===== config.mk =====
export PLATFORM = sky130hd
export DESIGN_NAME = ysyx_22050710_sram_arbiter
export DESIGN_NICKNAME = d
export VERILOG_FILES = /design/src/rtl/ysyx_22050710_sram_arbiter_pkg.sv /design/src/rtl/ysyx_22050710_sram_arbiter.sv
export SDC_FILE = /design/constraint.sdc
export NUM_CORES = 1
export LEC_CHECK = 0
export ABC_AREA = 1
export CELL_PAD_IN_SITES_DETAIL_PLACEMENT = 0
export CELL_PAD_IN_SITES_GLOBAL_PLACEMENT = 2
export CORE_AREA = 2 2 171 173
export DETAILED_ROUTE_END_ITERATION = 10
export DIE_AREA = 0 0 173 175
export GPL_TIMING_DRIVEN = 0
export PLACE_DENSITY = 0.95
export SYNTH_ARGS = -nofsm -noshare
export SYNTH_HDL_FRONTEND = slang
export SYNTH_SLANG_ARGS = --single-unit

===== constraint.sdc =====
create_clock -name i_clk -period 1.31 [get_ports i_clk]
set_input_delay 0.1965 -clock i_clk [delete_from_list [all_inputs] [get_ports i_clk]]
set_output_delay 0.1965 -clock i_clk [all_outputs]
set_load 0.01 [all_outputs]

===== src/rtl/ysyx_22050710_sram_arbiter_pkg.sv =====
// Shared encodings for the unified SRAM port arbiter: FSM state and transaction owner.
package ysyx_22050710_sram_arbiter_pkg;

  typedef enum logic {
    ST_IDLE = 1'b0,
    ST_WAIT = 1'b1
  } arb_state_e;

  typedef enum logic {
    OWNER_INST = 1'b0,
    OWNER_DATA = 1'b1
  } arb_owner_e;

endpackage


===== src/rtl/ysyx_22050710_sram_arbiter.sv =====
// Shares one SRAM port between the fetch and data masters: one outstanding transaction,
// data has priority, and a starvation counter forces a fetch grant after STARVE_MAX data wins.
module ysyx_22050710_sram_arbiter
  import ysyx_22050710_sram_arbiter_pkg::*;
#(
  parameter int SRAM_ADDR_WD  = 32,
  parameter int SRAM_DATA_WD  = 64,
  parameter int SRAM_WMASK_WD = 8,
  parameter int STARVE_MAX    = 4
) (
  input  logic                     i_clk,
  input  logic                     i_rst,
  input  logic                     i_inst_req,
  input  logic [SRAM_ADDR_WD-1:0]  i_inst_addr,
  output logic                     o_inst_gnt,
  output logic                     o_inst_rvalid,
  output logic [SRAM_DATA_WD-1:0]  o_inst_rdata,
  input  logic                     i_data_req,
  input  logic                     i_data_wen,
  input  logic [SRAM_ADDR_WD-1:0]  i_data_addr,
  input  logic [SRAM_WMASK_WD-1:0] i_data_wmask,
  input  logic [SRAM_DATA_WD-1:0]  i_data_wdata,
  output logic                     o_data_gnt,
  output logic                     o_data_rvalid,
  output logic [SRAM_DATA_WD-1:0]  o_data_rdata,
  output logic                     o_mem_req,
  output logic                     o_mem_wen,
  output logic [SRAM_ADDR_WD-1:0]  o_mem_addr,
  output logic [SRAM_WMASK_WD-1:0] o_mem_wmask,
  output logic [SRAM_DATA_WD-1:0]  o_mem_wdata,
  input  logic                     i_mem_gnt,
  input  logic                     i_mem_rvalid,
  input  logic [SRAM_DATA_WD-1:0]  i_mem_rdata
);

  localparam int CNT_WD = $clog2(STARVE_MAX + 1);
  localparam logic [CNT_WD-1:0] CNT_MAX = CNT_WD'(STARVE_MAX);

  arb_state_e        r_state;
  arb_owner_e        r_owner;
  logic [CNT_WD-1:0] r_starve_cnt;
  // Write/read kind of the outstanding data access; the master drops i_data_wen after its grant.
  logic              r_data_wen;

  logic w_idle;
  logic w_pick_data;
  logic w_pick_inst;

  assign w_idle      = (r_state == ST_IDLE);
  assign w_pick_data = i_data_req && !(i_inst_req && (r_starve_cnt == CNT_MAX));
  assign w_pick_inst = i_inst_req && !w_pick_data;

  always_ff @(posedge i_clk) begin
    if (i_rst) begin
      r_state      <= ST_IDLE;
      r_owner      <= OWNER_INST;
      r_starve_cnt <= '0;
      r_data_wen   <= 1'b0;
    end else if (r_state == ST_IDLE) begin
      if (!i_inst_req) begin
        r_starve_cnt <= '0;
      end else if (i_mem_gnt && w_pick_inst) begin
        r_starve_cnt <= '0;
      end else if (i_mem_gnt && w_pick_data && (r_starve_cnt != CNT_MAX)) begin
        r_starve_cnt <= r_starve_cnt + 1'b1;
      end
      if (i_mem_gnt && (w_pick_data || w_pick_inst)) begin
        r_state    <= ST_WAIT;
        r_owner    <= w_pick_data ? OWNER_DATA : OWNER_INST;
        r_data_wen <= w_pick_data && i_data_wen;
      end
    end else begin
      if (i_mem_rvalid) begin
        r_state <= ST_IDLE;
      end
    end
  end

  always_comb begin
    o_mem_req     = 1'b0;
    o_mem_wen     = 1'b0;
    o_mem_addr    = '0;
    o_mem_wmask   = '0;
    o_mem_wdata   = '0;
    o_inst_gnt    = 1'b0;
    o_data_gnt    = 1'b0;
    o_inst_rvalid = 1'b0;
    o_inst_rdata  = '0;
    o_data_rvalid = 1'b0;
    o_data_rdata  = '0;
    if (w_idle) begin
      o_mem_req = i_inst_req || i_data_req;
      if (w_pick_data) begin
        o_mem_wen   = i_data_wen;
        o_mem_addr  = i_data_addr;
        o_mem_wmask = i_data_wmask;
        o_mem_wdata = i_data_wdata;
        o_data_gnt  = i_mem_gnt;
      end else if (w_pick_inst) begin
        o_mem_addr = i_inst_addr;
        o_inst_gnt = i_mem_gnt;
      end
    end else if (i_mem_rvalid) begin
      if (r_owner == OWNER_DATA) begin
        o_data_rvalid = 1'b1;
        o_data_rdata  = r_data_wen ? '0 : i_mem_rdata;
      end else begin
        o_inst_rvalid = 1'b1;
        o_inst_rdata  = i_mem_rdata;
      end
    end
  end

endmodule


==> results.json, run 1 <==
{
  "gr-total-overflow": 0,
  "regToRegStartpoint": "r_starve_cnt[0]",
  "final-hold-violation-count": 0,
  "criticalPathCategory": "register to output pin",
  "io_buffers": 443,
  "clock-sinks": 6,
  "rrSetupSlack_ns": -0.11,
  "status": "finished, violations left",
  "fp.dieH_um": 175,
  "dp_hpwl_mm": 17.1,
  "final_cell_area_um2": 9560,
  "cellLeakagePower_nw": 4.79,
  "drtPass1Iterations": 4,
  "ff2ff_path_depth": 10,
  "busiest_layer": "met2",
  "finalCriticalPeriod_ns": 2.10,
  "ir_worst_vdd_mv": 0.371,
  "postPlaceCellArea_um2": 7570,
  "cts_tree": "yes",
  "syn2layout_area_growth_pct": 309,
  "dp_cells": 1362,
  "routabilityCongestion": 0.875,
  "drc": 0,
  "rsz0062_at_grt": "yes",
  "viasPerCell": 3.58,
  "drt_iter0_markers": 107,
  "reg2reg_to": "r_starve_cnt[2]",
  "clk_pin_slew_ns": 0.03,
  "synth_nets": 744,
  "avgRoutedWirePerCell_um": 14.9,
  "critical_path.startpoint": "r_starve_cnt[0]",
  "final_max_slew_viol_count": 0,
  "grt_use_met3": 0.0244,
  "crit_arrival_ns": 1.90,
  "violations": "negative setup slack",
  "design.core.area_um2": 28400,
  "endpoint_kind": "output pin",
  "antenna_cells": 0,
  "worstSetupStartpointType": "register",
  "netlist-cell-type-count": 17,
  "clockBufferDepth": 2,
  "synthCells": 535,
  "grt_max_degree": 11,
  "die_area_um2": 30300,
  "worst_pin_slew_ns": 0.616,
  "use_met2": 0.243,
  "crit_path_max_fanout": 7,
  "fin_crit_sh": 1.60,
  "htreeDepth": 1,
  "final_cells": 1455,
  "wl_mm": 21.7,
  "cts_hold_buf": 0,
  "power-per-cell-area_nw_per_um2": 380,
  "setup-tns-final_ns": -120.62,
  "vias": 5202,
  "io_pins": 445,
  "synth_area_per_cell_um2": 4.37,
  "finalSetupViolCount": 242,
  "ys_ff_latch": 6,
  "maxCapViolCount": 0,
  "fin_worst_skew_ns": 0.000434,
  "hp-class": "input port to register",
  "cts_inserted_buffers": 3,
  "grt_pass1_wl_mm": 30.0,
  "final_antenna_net_count": 0,
  "utilization": 0.337,
  "cp-endpoint": "o_mem_wdata[56]",
  "mappedNetlistArea_um2": 2340,
  "yosys_warnings": 0,
  "fmax_ghz": 0.476,
  "finalPower_w": 0.00363,
  "nets": 1282,
  "track_usage": 0.127,
  "initial_core_util": 0.0823,
  "mostFrequentLayoutCell": "clkdlybuf4s50_1",
  "num_rows": 62,
  "worst_slack_ns": -0.790,
  "antenna_found_initial": 0,
  "chipWidth_um": 173,
  "clock-root-buffer": "clkbuf_16",
  "grt_pass1_vias": 5050,
  "relSlewSlack": 0.589,
  "drive_gt1_frac": 0.542,
  "clock_latency_ns": 0.22,
  "yosysSeqAreaShare": 0.0514,
  "required_ns": 1.11,
  "layout_common_cells": "clkdlybuf4s50_1 (205), buf_6 (170), inv_1 (148), nor2_4 (118), buf_2 (100)",
  "use_met1": 0.146
}
-- metrics by stage --
step / hold WS (ns) / setup WS (ns)
floorplan: 0.266 / -0.102
global placement: 0.545 / -1.28
detailed placement: 0.549 / -1.24
CTS: 0.495 / -0.861
global route: 0.537 / -0.865
finish: 0.498 / -0.790
-- final cells by class --
| class | count | area (µm²) |
|---|---|---|
| clock buffers | 3 | 75.1 |
| inverters | 153 | 592 |
| fillers | 3036 | 18800 |
| well taps | 384 | 480 |
| repair inverters | 1 | 30.0 |
| multi-input cells | 341 | 2580 |
| plain buffers | 31 | 455 |
| repair buffers | 536 | 5220 |
| flip-flops and latches | 6 | 124 |
-- state kept, by name, summed over array words and instances (netlist names) --
register and flops:
r_state 1, r_data_wen 1, r_starve_cnt 3, r_owner 1
-- timing repair --
action	CTS	global route
pin swaps	16	16
resized for setup	790	605
endpoints found under the setup margin	238	242
setup buffers	42	47
cloned	10	1
-- metal layers --
metal  up-vias  routed length, µm  part of all wire
li1       2584                  -                 -
met1      2355               8100              0.37
met2       241              11700              0.54
met3        22               1490             0.069
met4         0                399             0.018
met5         -                  0                 0
-- worst max-delay path, stage by stage (launching register included) --
cell	delay, ns
dfxtp_2	0.33
inv_2	0.05
ha_4	0.16
nand3_4	0.08
nand2_8	0.07
nor2_4	0.17
buf_6	0.14
buf_12	0.12
clkinv_16	0.08
buf_6	0.13
buf_8	0.13
nor2_1	0.07
buf_2	0.14
-- Yosys cell counts (all sizes together) --
cell type,instances,area (µm²)
nand2,83,327
ha,2,25.0
nand3,8,45.0
dfxtp,6,120
inv,153,574
nand4,33,206
nor3,1,16.3
buf,31,195
clkbuf,4,15.0
nor2,212,803
a21oi,2,10.0
-- cell families after synthesis --
family                   count (synthesis)  share of synthesized area
AND/OR/NAND/NOR                        337                      0.598
buffers and inverters                  188                      0.336
flip-flops                               6                     0.0514
AO/OA/AOI/OAI                            2                    0.00428
adder cells (fa/ha/maj)                  2                     0.0107
-- worst min-delay path by stage --
stage               cells after the start              end  slack (ns)             from
floorplan                               1          r_state        0.27            i_rst
global placement                        4  r_starve_cnt[0]        0.54  r_starve_cnt[0]
detailed placement                      4  r_starve_cnt[1]        0.55  r_starve_cnt[1]
CTS                                     4          r_state        0.50     i_mem_rvalid
global route                            4          r_state        0.54     i_mem_rvalid
finish                                  4          r_state        0.50     i_mem_rvalid
-- report_power, final --
group	internal (W)	switching, W	total (W)
Combinational	0.00166	0.00129	0.00295
Sequential	0.000196	0.00000502	0.000201
Clock	0.000391	0.0000910	0.000482
Total	0.00225	0.00139	0.00363
No activity file was read; power rests on OpenSTA's default activity.
==> run 2, diff against run 1 <==
==> constraint.sdc (replaced) <==
create_clock -name i_clk -period 1.31 [get_ports i_clk]
set_input_delay 0.1965 -clock i_clk [delete_from_list [all_inputs] [get_ports i_clk]]
set_output_delay 0.1965 -clock i_clk [all_outputs]
set_load 0.005 [all_outputs]
==> run 2 against run 1 <==
  * The run still ends with negative setup slack left
  * Clock power rose by 4%
  * Fmax rose by 5.3%
  * First-iteration DRC count fell by 7.5%
  * Sequential power is essentially flat
  * Worst hold slack worse by 0.018 ns
  * Power shrank 9.6%
  * Non-clock buffer count up 24
  * Cell count grew 1.8%
  * Critical path depth up 1
  * Wire length down 2.5%
  * Die area is the same
  * Largest cell class unchanged
  * Largest power group unchanged
==> results.json, run 2 (same netlist as run 1, synthesis figures left out) <==
{
  "status": "finished, violations left",
  "violations": "negative setup slack",
  "maxCapViolCount": 0,
  "final_antenna_net_count": 0,
  "clock_latency_ns": 0.23,
  "htreeDepth": 1,
  "syn2layout_area_growth_pct": 295,
  "num_rows": 62,
  "criticalPathCategory": "register to output pin",
  "io_pins": 445,
  "track_usage": 0.128,
  "initial_core_util": 0.0823,
  "drtPass1Iterations": 4,
  "routabilityCongestion": 0.844,
  "rsz0062_at_grt": "yes",
  "crit_path_max_fanout": 6,
  "p_sw_frac": 0.367,
  "fp.dieH_um": 175,
  "final-hold-violation-count": 0,
  "fmax_ghz": 0.502,
  "clock-root-buffer": "clkbuf_16",
  "power-per-cell-area_nw_per_um2": 356,
  "fin_worst_skew_ns": 0.00447,
  "avgRoutedWirePerCell_um": 14.3,
  "gr-total-overflow": 0,
  "worst_pin_slew_ns": 0.546,
  "clock-sinks": 6,
  "layout_common_cells": "clkdlybuf4s50_1 (203), buf_2 (197), inv_1 (145), nor2_4 (102), buf_6 (85)",
  "sequentialPowerShare": 0.062,
  "drc": 0,
  "final_max_slew_viol_count": 0,
  "mostFrequentLayoutCell": "clkdlybuf4s50_1",
  "worstSetupStartpointType": "register",
  "wl_mm": 21.2,
  "fin_crit_sh": 1.52,
  "holdWs_ns": 0.480,
  "finalPower_w": 0.00328,
  "finalSetupViolCount": 241,
  "grt_pass1_wl_mm": 30.1,
  "finalCriticalPeriod_ns": 1.99,
  "cts_hold_buf": 0,
  "hp-class": "input port to register",
  "relSlewSlack": 0.636,
  "endpoint_kind": "output pin",
  "clk_pin_slew_ns": 0.04,
  "internal_power_w": 0.00208,
  "grt_pass1_vias": 5267,
  "dp_slack_ns": -1.10,
  "vias": 5273,
  "antenna_found_initial": 2,
  "cellLeakagePower_nw": 4.81,
  "drt_iter0_markers": 99,
  "nets": 1307,
  "combinationalPowerShare": 0.786,
  "cts_tree": "yes",
  "dp_hpwl_mm": 15.3,
  "crit_arrival_ns": 1.80,
  "worst_slack_ns": -0.684,
  "required_ns": 1.11,
  "largest_reg_flops": 3,
  "viasPerCell": 3.56,
  "design.core.area_um2": 28400,
  "p_switching_w": 0.00120,
  "drive_gt1_frac": 0.546,
  "chipWidth_um": 173,
  "clockBufferDepth": 2,
  "io_buffers": 443,
  "largest-register": "r_starve_cnt",
  "ir_worst_vdd_mv": 0.289,
  "cts_inserted_buffers": 3,
  "die_area_um2": 30300,
  "clkPwrFrac": 0.152,
  "grt_max_degree": 11
}
==> run 2: cell types whose count changed in the layout (fill, tap and decap cells not counted), moves of 5 or more <==
| cell | change |
|---|---|
| buf_12 | -11 |
| nor2_1 | +22 |
| nor2_4 | -16 |
| clkbuf_2 | -8 |
| nand2_1 | -9 |
| buf_4 | -6 |
| buf_6 | -85 |
| nor2_2 | -6 |
| buf_2 | +97 |
| buf_8 | +18 |
| clkdlybuf4s15_2 | +19 |
| nand2_4 | +5 |
==> run 2: area by class of cell <==
cell class	instances	area (µm²)
clock buffer	3	75.1
timing repair inverter	1	7.51
buffer	29	368
sequential	6	124
tap	384	480
timing repair buffer	562	5070
fill	2990	19200
inverter	153	593
multi-input combinational	342	2510
antenna	1	2.50
==> run 2: per-layer routing <==
layer,routed length [µm],vias up,global-route usage
met5,13,-,0
met4,554,2,0.0417
met3,1370,26,0.0307
met2,11200,239,0.244
met1,8000,2366,0.137
li1,-,2640,-
==> run 2: worst paths after layout <==
path	startpoint	endpoint	slack (ns)	depth (start not counted)
min	i_mem_rvalid	r_state	0.48	4
max	r_starve_cnt[1]	o_mem_addr[30]	-0.68	13
max reg2reg	r_starve_cnt[0]	r_starve_cnt[2]	-0.07	11
min reg2reg	r_starve_cnt[2]	r_starve_cnt[2]	0.58	4
==> run 2: power groups by stage <==
stage	clock network, W	registers, W	logic [W]
floorplan	0	0.000202	0.000578
global placement	0	0.000203	0.00196
detailed placement	0	0.000203	0.00196
CTS	0.000509	0.000202	0.00234
global route	0.000517	0.000203	0.00276
finish	0.000500	0.000202	0.00258
==> run 2: worst max-delay path: stages (launching register included) <==
cell     delay [ns]
dfxtp_2        0.32
inv_2          0.06
ha_4           0.14
nand3_4        0.07
nand2_4        0.09
nor2_4         0.04
buf_12         0.13
buf_6          0.12
buf_12         0.12
buf_8          0.12
buf_4          0.13
nand2_2        0.05
nand2_1        0.05
buf_2          0.13
==> run 2: per-stage QoR <==
step	area (µm²)	cells	util	setup TNS, ns
detailed placement	7350	1362	0.259	-205.46
finish	9240	1481	0.325	-116.81
global route	9240	1481	0.325	-134.23
floorplan	2430	535	-	-1.80
global placement	7350	1362	0.259	-205.88
CTS	8440	1464	0.297	-119.62
==> run 2: what timing repair did <==
item                        CTS  global route
pin swaps                    28            38
gates resized for setup    1154           305
hold endpoints to repair      0             0
gates cloned                 17             3
setup endpoints to repair   238           241
buffers inserted             82            41
==> run 3, diff against run 2 <==
- CAP_MARGIN: not set -> 20
- CTS_CLUSTER_SIZE: not set -> 14
==> results of run 3 <==
Final layout, timing and power as in run 2 (identical DEF).
